File: config.mk
export PLATFORM = sky130hd
export DESIGN_NAME = fpu_sqrt_issue
export DESIGN_NICKNAME = d
export VERILOG_FILES = /design/src/rtl/fpu_pkg.sv /design/src/rtl/fp_classify.sv /design/src/rtl/fpu_sqrt_issue.sv
export SDC_FILE = /design/constraint.sdc
export NUM_CORES = 1
export LEC_CHECK = 0
export ABC_AREA = 1
export CORE_MARGIN = 2
export CORE_UTILIZATION = 43
export DETAILED_ROUTE_END_ITERATION = 7
export PLACE_DENSITY = 0.92
export SLEW_MARGIN = 15
export SYNTH_ARGS = -nofsm -noshare
export SYNTH_HDL_FRONTEND = slang
export SYNTH_SLANG_ARGS = --single-unit
File: constraint.sdc
create_clock -name cpu_clk -period 1.9 [get_ports cpu_clk]
set_clock_uncertainty 0.2 [all_clocks]
set_input_delay 0.38 -clock cpu_clk [delete_from_list [all_inputs] [get_ports cpu_clk]]
set_output_delay 0.38 -clock cpu_clk [all_outputs]
set_load 0.02 [all_outputs]
File: src/rtl/fpu_pkg.sv
// Shared FPU types and IEEE-754 single-precision constants.
package fpu_pkg;

  typedef enum logic [1:0] {IDLE, ISSUE, WAIT, HOLD} sqrt_state_t;

  typedef enum logic [1:0] {ZERO, NORM, INF, NAN} op_class_t;

  localparam logic [31:0] FP_QNAN  = 32'h7FC0_0000;
  localparam logic [31:0] FP_PINF  = 32'h7F80_0000;
  localparam logic [31:0] FP_PZERO = 32'h0000_0000;
  localparam logic [31:0] FP_NZERO = 32'h8000_0000;
  localparam logic [7:0]  EXP_ALL1 = 8'hFF;

endpackage

File: src/rtl/fp_classify.sv
// Combinational single-precision operand classifier (denormals fold into ZERO).
module fp_classify
  import fpu_pkg::*;
(
  input  logic [31:0] operand,
  output op_class_t   op_class,
  output logic        sign
);

  logic [7:0]  exp_field;
  logic [22:0] mant_field;

  assign sign       = operand[31];
  assign exp_field  = operand[30:23];
  assign mant_field = operand[22:0];

  always_comb begin
    op_class = NORM;
    if (exp_field == 8'h00) begin
      op_class = ZERO;
    end else if (exp_field == EXP_ALL1) begin
      op_class = (mant_field == 23'd0) ? INF : NAN;
    end
  end

endmodule

File: src/rtl/fpu_sqrt_issue.sv
// Issue/retire sequencer for the iterative sqrt core; specials are resolved locally.
// Optional core watchdog enabled by defining FPU_SQRT_TIMEOUT_EN.
module fpu_sqrt_issue
  import fpu_pkg::*;
#(
  parameter int TAG_W          = 5,
  parameter int TIMEOUT_CYCLES = 1024
) (
  input  logic             cpu_clk,
  input  logic             reset_n,
  input  logic             req_valid,
  output logic             req_ready,
  input  logic [31:0]      req_operand,
  input  logic [TAG_W-1:0] req_tag,
  input  logic             kill,
  output logic             core_start,
  output logic [31:0]      core_operand,
  input  logic             core_done,
  input  logic [31:0]      core_result,
  output logic             res_valid,
  input  logic             res_ready,
  output logic [31:0]      res_data,
  output logic [TAG_W-1:0] res_tag,
  output logic             res_invalid
`ifdef FPU_SQRT_TIMEOUT_EN
  ,
  output logic             res_timeout
`endif
);

  sqrt_state_t state;
  op_class_t   op_class;
  logic        op_sign;
  logic        bypass;
  logic [31:0] bypass_data;
  logic        bypass_invalid;

`ifdef FPU_SQRT_TIMEOUT_EN
  localparam int CNT_W = $clog2(TIMEOUT_CYCLES + 1);
  logic [CNT_W-1:0] timeout_cnt;
`endif

  fp_classify u_classify (
    .operand  (req_operand),
    .op_class (op_class),
    .sign     (op_sign)
  );

  assign req_ready = (state == IDLE);

  // Only positive normals need the core; everything else has a closed-form answer.
  always_comb begin
    bypass         = 1'b1;
    bypass_data    = FP_PZERO;
    bypass_invalid = 1'b0;
    case (op_class)
      ZERO: bypass_data = op_sign ? FP_NZERO : FP_PZERO;
      INF: begin
        if (op_sign) begin
          bypass_data    = FP_QNAN;
          bypass_invalid = 1'b1;
        end else begin
          bypass_data = FP_PINF;
        end
      end
      NAN: begin
        bypass_data    = {req_operand[31:23], 1'b1, req_operand[21:0]};
        bypass_invalid = ~req_operand[22];
      end
      default: begin
        if (op_sign) begin
          bypass_data    = FP_QNAN;
          bypass_invalid = 1'b1;
        end else begin
          bypass = 1'b0;
        end
      end
    endcase
  end

  always_ff @(posedge cpu_clk or negedge reset_n) begin
    if (!reset_n) begin
      state        <= IDLE;
      core_start   <= 1'b0;
      core_operand <= 32'd0;
      res_valid    <= 1'b0;
      res_data     <= 32'd0;
      res_tag      <= '0;
      res_invalid  <= 1'b0;
`ifdef FPU_SQRT_TIMEOUT_EN
      res_timeout  <= 1'b0;
      timeout_cnt  <= '0;
`endif
    end else begin
      core_start <= 1'b0;
      if (kill) begin
        // Abort also blocks an accept in IDLE, so nothing changes there.
        if (state != IDLE) begin
          state     <= IDLE;
          res_valid <= 1'b0;
        end
      end else begin
        case (state)
          IDLE: begin
            if (req_valid) begin
              res_tag <= req_tag;
`ifdef FPU_SQRT_TIMEOUT_EN
              res_timeout <= 1'b0;
`endif
              if (bypass) begin
                res_data    <= bypass_data;
                res_invalid <= bypass_invalid;
                res_valid   <= 1'b1;
                state       <= HOLD;
              end else begin
                core_operand <= req_operand;
                core_start   <= 1'b1;
                res_invalid  <= 1'b0;
                state        <= ISSUE;
              end
            end
          end
          ISSUE: begin
            state <= WAIT;
`ifdef FPU_SQRT_TIMEOUT_EN
            timeout_cnt <= '0;
`endif
          end
          WAIT: begin
            if (core_done) begin
              res_data  <= core_result;
              res_valid <= 1'b1;
              state     <= HOLD;
            end
`ifdef FPU_SQRT_TIMEOUT_EN
            else if (timeout_cnt == CNT_W'(TIMEOUT_CYCLES - 1)) begin
              timeout_cnt <= timeout_cnt + 1'b1;
              res_data    <= FP_QNAN;
              res_invalid <= 1'b1;
              res_timeout <= 1'b1;
              res_valid   <= 1'b1;
              state       <= HOLD;
            end else begin
              timeout_cnt <= timeout_cnt + 1'b1;
            end
`endif
          end
          HOLD: begin
            if (res_ready) begin
              res_valid <= 1'b0;
              state     <= IDLE;
            end
          end
          default: state <= IDLE;
        endcase
      end
    end
  end

endmodule

* Word level (Yosys, flattened, before mapping)
Index checks and enable logic that the tools add are counted.
** Cells by class
- Add/sub/neg operators :: 0
- Multipliers :: 0
- Divide/modulo/power cells :: 0
- $lt $le $gt $ge :: 0
- Eq/ne operators :: 14
- Shift operators :: 0
- Muxes and demuxes :: 33
- Bitwise operators :: 3
- Reductions and logical operators :: 13
** Operators by type and width (number)
- $mux 32 :: 4
- $pmux 32 s3 :: 1
- $pmux 32 s2 :: 1
- $mux 31 :: 1
- $logic_not 23->1 :: 1
- $mux 23 :: 1
- $mux 2 :: 8
- $mux 1 :: 14
- $eq 2x2->1 const B :: 4
- $eq 8x8->1 const B :: 1
- $logic_not 8->1 :: 1
- $pmux 2 s4 :: 1
- $reduce_and 4->1 :: 2
- $ne 3x3->1 const B :: 2
- $reduce_and 6->1 :: 1
- $reduce_and 5->1 :: 1
- $logic_not 2->1 :: 2
- $ne 2x1->1 const B :: 2
- $ne 2x2->1 const B :: 2
- $reduce_bool 2->1 :: 2
- $reduce_bool 4->1 :: 1
- $ne 3x1->1 const B :: 1
- $ne 3x2->1 const B :: 1
- $not 1->1 :: 3
- 5 further kinds :: 5
** Storage, ports and cells
- Register bits after elaboration :: 74
- Latch bits :: 0
- Bits in writable memories :: 0
- ROM bits :: 0
- Input port bits :: 75
- Output and inout port bits :: 73
- Word-level logic and storage cells :: 70
- Memories kept :: 0

* Longest topological paths before layout
- Depth after elaboration :: 11
- Gate-level depth with buffers :: 12
- Gate-level depth less buffers :: 10

* Hierarchy
A second synthesis with hierarchy kept.
** Second synthesis, totals
- Cell total of the unflattened synthesis :: 496
- Area total of the unflattened synthesis :: 3849.9 µm²
** By module, submodules not included
- fpu_sqrt_issue :: instances 1, cells an instance 454, area an instance 3683.5 µm², seq. area each 1851.8 µm²
- fp_classify :: instances 1, cells an instance 42, area an instance 166.4 µm², seq. area each 0.0 µm²

* Worst setup path after synthesis
Ideal clock, no wire load.
- Path kind :: reg-to-reg
- Start point :: register state[0]
- End point :: register core_operand[0]
- Library setup time :: 0.117 ns
- Arrival :: 1.577 ns
- Required time :: 1.583 ns
- Slack :: 0.006 ns
- Stages on the path, launching flop included :: 11
- Buffers on the path :: 1
- Period minus slack after synthesis :: 1.894 ns
- Cells stage by stage :: dfrtp_1 inv_1 ha_1 inv_2 nor2_2 nand2_2 nor2_4 inv_2 buf_4 nand2_1 nand2_1
** Between the ends
- Longest elaborated chain between the ends :: 2
** RTL lines
- start, declared :: RTL line fpu_sqrt_issue.sv:31 : sqrt_state_t state;
- start signal, assigned :: RTL line fpu_sqrt_issue.sv:83 : state <= IDLE;
- start signal, assigned :: RTL line fpu_sqrt_issue.sv:99 : state <= IDLE;
- start signal, assigned :: RTL line fpu_sqrt_issue.sv:114 : state <= HOLD;
- $logic_not 2->1
- net req_ready :: RTL line fpu_sqrt_issue.sv:12 : output logic req_ready,
- $reduce_and 4->1 (no source line)
- end signal, assigned :: RTL line fpu_sqrt_issue.sv:116 : core_operand <= req_operand;
- end, declared :: RTL line fpu_sqrt_issue.sv:17 : output logic [31:0] core_operand,
The timed path passes the listed nets, and every way through them passes these cells.
A chain may end at the register's enable or synchronous reset.

* Worst setup path after layout
- Start point :: register state[0]
- End point :: register res_data[28]
** Between the ends
- Longest elaborated chain between the ends :: 3
- Elaborated cells between the ends (all ways) :: 8
- Those cells by class :: 4 x eq/ne; 1 x mux; 3 x reduce/logical
** RTL lines
- $eq 2x2->1 or $logic_not 2->1 (tied branches) :: RTL line fpu_sqrt_issue.sv:103 : case (state)
- $ne 2x2->1 (no source line), or another cell as far along
- $reduce_and 5->1 (no source line)
- end signal, assigned :: RTL line fpu_sqrt_issue.sv:111 : res_data <= bypass_data;
- end signal, assigned :: RTL line fpu_sqrt_issue.sv:131 : res_data <= core_result;
- end, declared :: RTL line fpu_sqrt_issue.sv:22 : output logic [31:0] res_data,
Several ways; a longest one is shown, not always the timed one.

==> results.json <==
{
  "clk_path_buf_depth": 2,
  "grt_use_total_pct": 26.2,
  "drv_slew": 0,
  "peakVddDrop_mv": 0.841,
  "via_per_inst": 5.23,
  "crit_fanout": 6,
  "rsz0062_at_grt": "true",
  "layout_common_cells": "265 x nand2_1, 74 x dfrtp_1, 67 x clkdlybuf4s50_1",
  "diodes": 0,
  "num_rows": 33,
  "nets": 759,
  "min_path_type": "in2reg",
  "required_ns": 1.98,
  "dieArea_sq_mm": 0.00906,
  "ys_warn_count": 0,
  "tightest_slew_ns": 0.438,
  "period_share_pct": 103,
  "initial_utilization_pct": 44.0,
  "violations": "negative setup slack",
  "synthesis.area_sq_mm": 0.00358,
  "final_common_cell": "nand2_1",
  "fin_util_pct": 74.6,
  "core_area_sq_mm": 0.00813,
  "drc": 0,
  "stdcell_count": 791,
  "cts_max_level": 3,
  "crit_type": "reg2reg",
  "pre_cts_ws_ns": -0.360,
  "fin_ws_ns": -0.0568,
  "cp-end-kind": "flop",
  "grt_pass1_vias": 3914,
  "cts.sinks": 74,
  "maxCapViolCount": 0,
  "hold_viol_final": 0,
  "placement.io_buffers": 147,
  "max_slew_margin_pct": 70.8,
  "clkLatencyLatePin_ns": 0.34,
  "place_inst": 766,
  "syn-num-nets": 557,
  "max_freq_mhz": 511,
  "antenna_left": 0,
  "dpl.hpwl_um": 8850,
  "drt-total-wl_um": 12800,
  "numCtsBuffers": 9,
  "drive_gt1_share_pct": 19.4,
  "cts-root-buf": "clkbuf_8",
  "yosysUniqueCellTypes": 26,
  "num_vias": 4139,
  "postSynthAreaPerCell_sq_um": 7.47,
  "powerDensity_mw_per_mm2": 1400,
  "cp.arrival_ns": 2.04,
  "worstSetupStartpointType": "flop",
  "p_leak_nw": 3.58,
  "clk_pin_slew_ns": 0.08,
  "synth_seq_cells": 74,
  "die_h_um": 95.2,
  "hold_slack_ns": 0.153,
  "antenna_found_initial": 0,
  "ys_seq_area_share_pct": 51.8,
  "setup_viol": 31,
  "grt_pass1_wl_um": 18100,
  "synthCells": 479,
  "grt_max_degree": 32,
  "drtIter0Drc": 209,
  "gp_congestion": 0.908,
  "syn2layout_area_growth_pct": 69.7,
  "run_status": "finished, violations left",
  "die_w_um": 95.2,
  "globalRouteOverflowTotal": 0,
  "min_period_ns": 1.96,
  "io_pins": 148,
  "cts_tree": "yes",
  "dr.pass1.iters": 5,
  "wire_per_inst_um": 16.2
}
==> cell families (layout without fill, tap and decap cells) <==
logic type / count (synthesis) / count (layout) / synth area share (%)
buffers and inverters: 35 / 242 / 5.18
AOI/OAI and AO/OA: 31 / 31 / 4.51
adders and majority gates: 3 / 3 / 1.05
DFF: 74 / 74 / 51.8
and+or+nand+nor: 336 / 336 / 37.5
==> flip-flops by register name (all words and copies together), names as in the netlist <==
signal / flops
core_start: 1
core_operand: 32
res_tag: 5
res_invalid: 1
state: 2
res_valid: 1
res_data: 32
==> timing repair <==
action,CTS,global route
resized for setup,54,83
pin swaps,0,18
hold buffers,1,0
endpoints found under the hold margin,29,0
setup endpoints to repair,59,67
buffers inserted,0,5
cloned,0,4
==> cells in the mapped netlist (all sizes together) <==
| cell | instances | area (sq um) |
|---|---|---|
| a21oi | 1 | 5.00 |
| a31oi | 1 | 6.26 |
| buf | 15 | 109 |
| clkbuf | 5 | 18.8 |
| clkinv | 1 | 5.00 |
| dfrtp | 74 | 1850 |
| ha | 3 | 37.5 |
| inv | 14 | 52.6 |
| nand2 | 289 | 1090 |
| nand3 | 9 | 62.6 |
| nand4 | 6 | 50.0 |
| nor2 | 31 | 131 |
| o2111ai | 1 | 8.76 |
| o21ai | 27 | 135 |
| o22ai | 1 | 6.26 |
| or2 | 1 | 6.26 |
==> through the flow <==
step                      area, sq um  power, mW  setup TNS (ns)
after CTS                        5700       8.15               0
after global placement           5540       7.06          -12.08
after global routing             6070       9.02           -3.67
after floorplan                  3580       4.90               0
final                            6070       8.51           -1.11
after detailed placement         5540       7.22          -17.10
==> routing by layer <==
layer	up-vias	global-route usage, %	part of all wire [%]
met2	222	46.0	51
met1	1984	31.4	38
met5	-	0	0
met3	40	6.09	8.5
met4	0	9.18	2.7
li1	1893	-	-
==> power by group <==
part / internal (mW) / total (mW) / switching [mW]
Sequential: 2.31 / 2.72 / 0.414
Combinational: 1.87 / 4.53 / 2.66
Clock: 0.642 / 1.26 / 0.619
Total: 4.82 / 8.51 / 3.69
==> area by class of cell <==
class,count,area [sq um]
repair buffers,211,2100
fillers,560,2070
flip-flops and latches,74,1850
multi-input cells,370,1720
clock buffers,10,138
well taps,105,131
clock inverters,6,66.3
inverters,15,63.8
==> worst max-delay path, stage by stage, from the launching register on <==
cell and delay (ns):
dfrtp_1 0.40, inv_2 0.09, buf_6 0.11, ha_4 0.14
inv_2 0.05, nand2_2 0.08, nand2_2 0.07, nor2_4 0.15
nand3_4 0.18, inv_8 0.14, clkbuf_16 0.17, nand2_2 0.05
nand2_1 0.06
==> worst paths after layout <==
check                      cells past startpoint                to  slack [ns]        startpoint
min in group asynchronous                      2  core_operand[10]        0.32           reset_n
min reg2reg                                    2  core_operand[31]        0.26  core_operand[31]
max reg2reg                                   12      res_data[28]       -0.06          state[0]
max                                           12      res_data[28]       -0.06          state[0]
min                                            3  core_operand[27]        0.15   req_operand[27]
max in group asynchronous                      3       res_data[8]        0.60           reset_n
(Power assumes the default switching activity.)
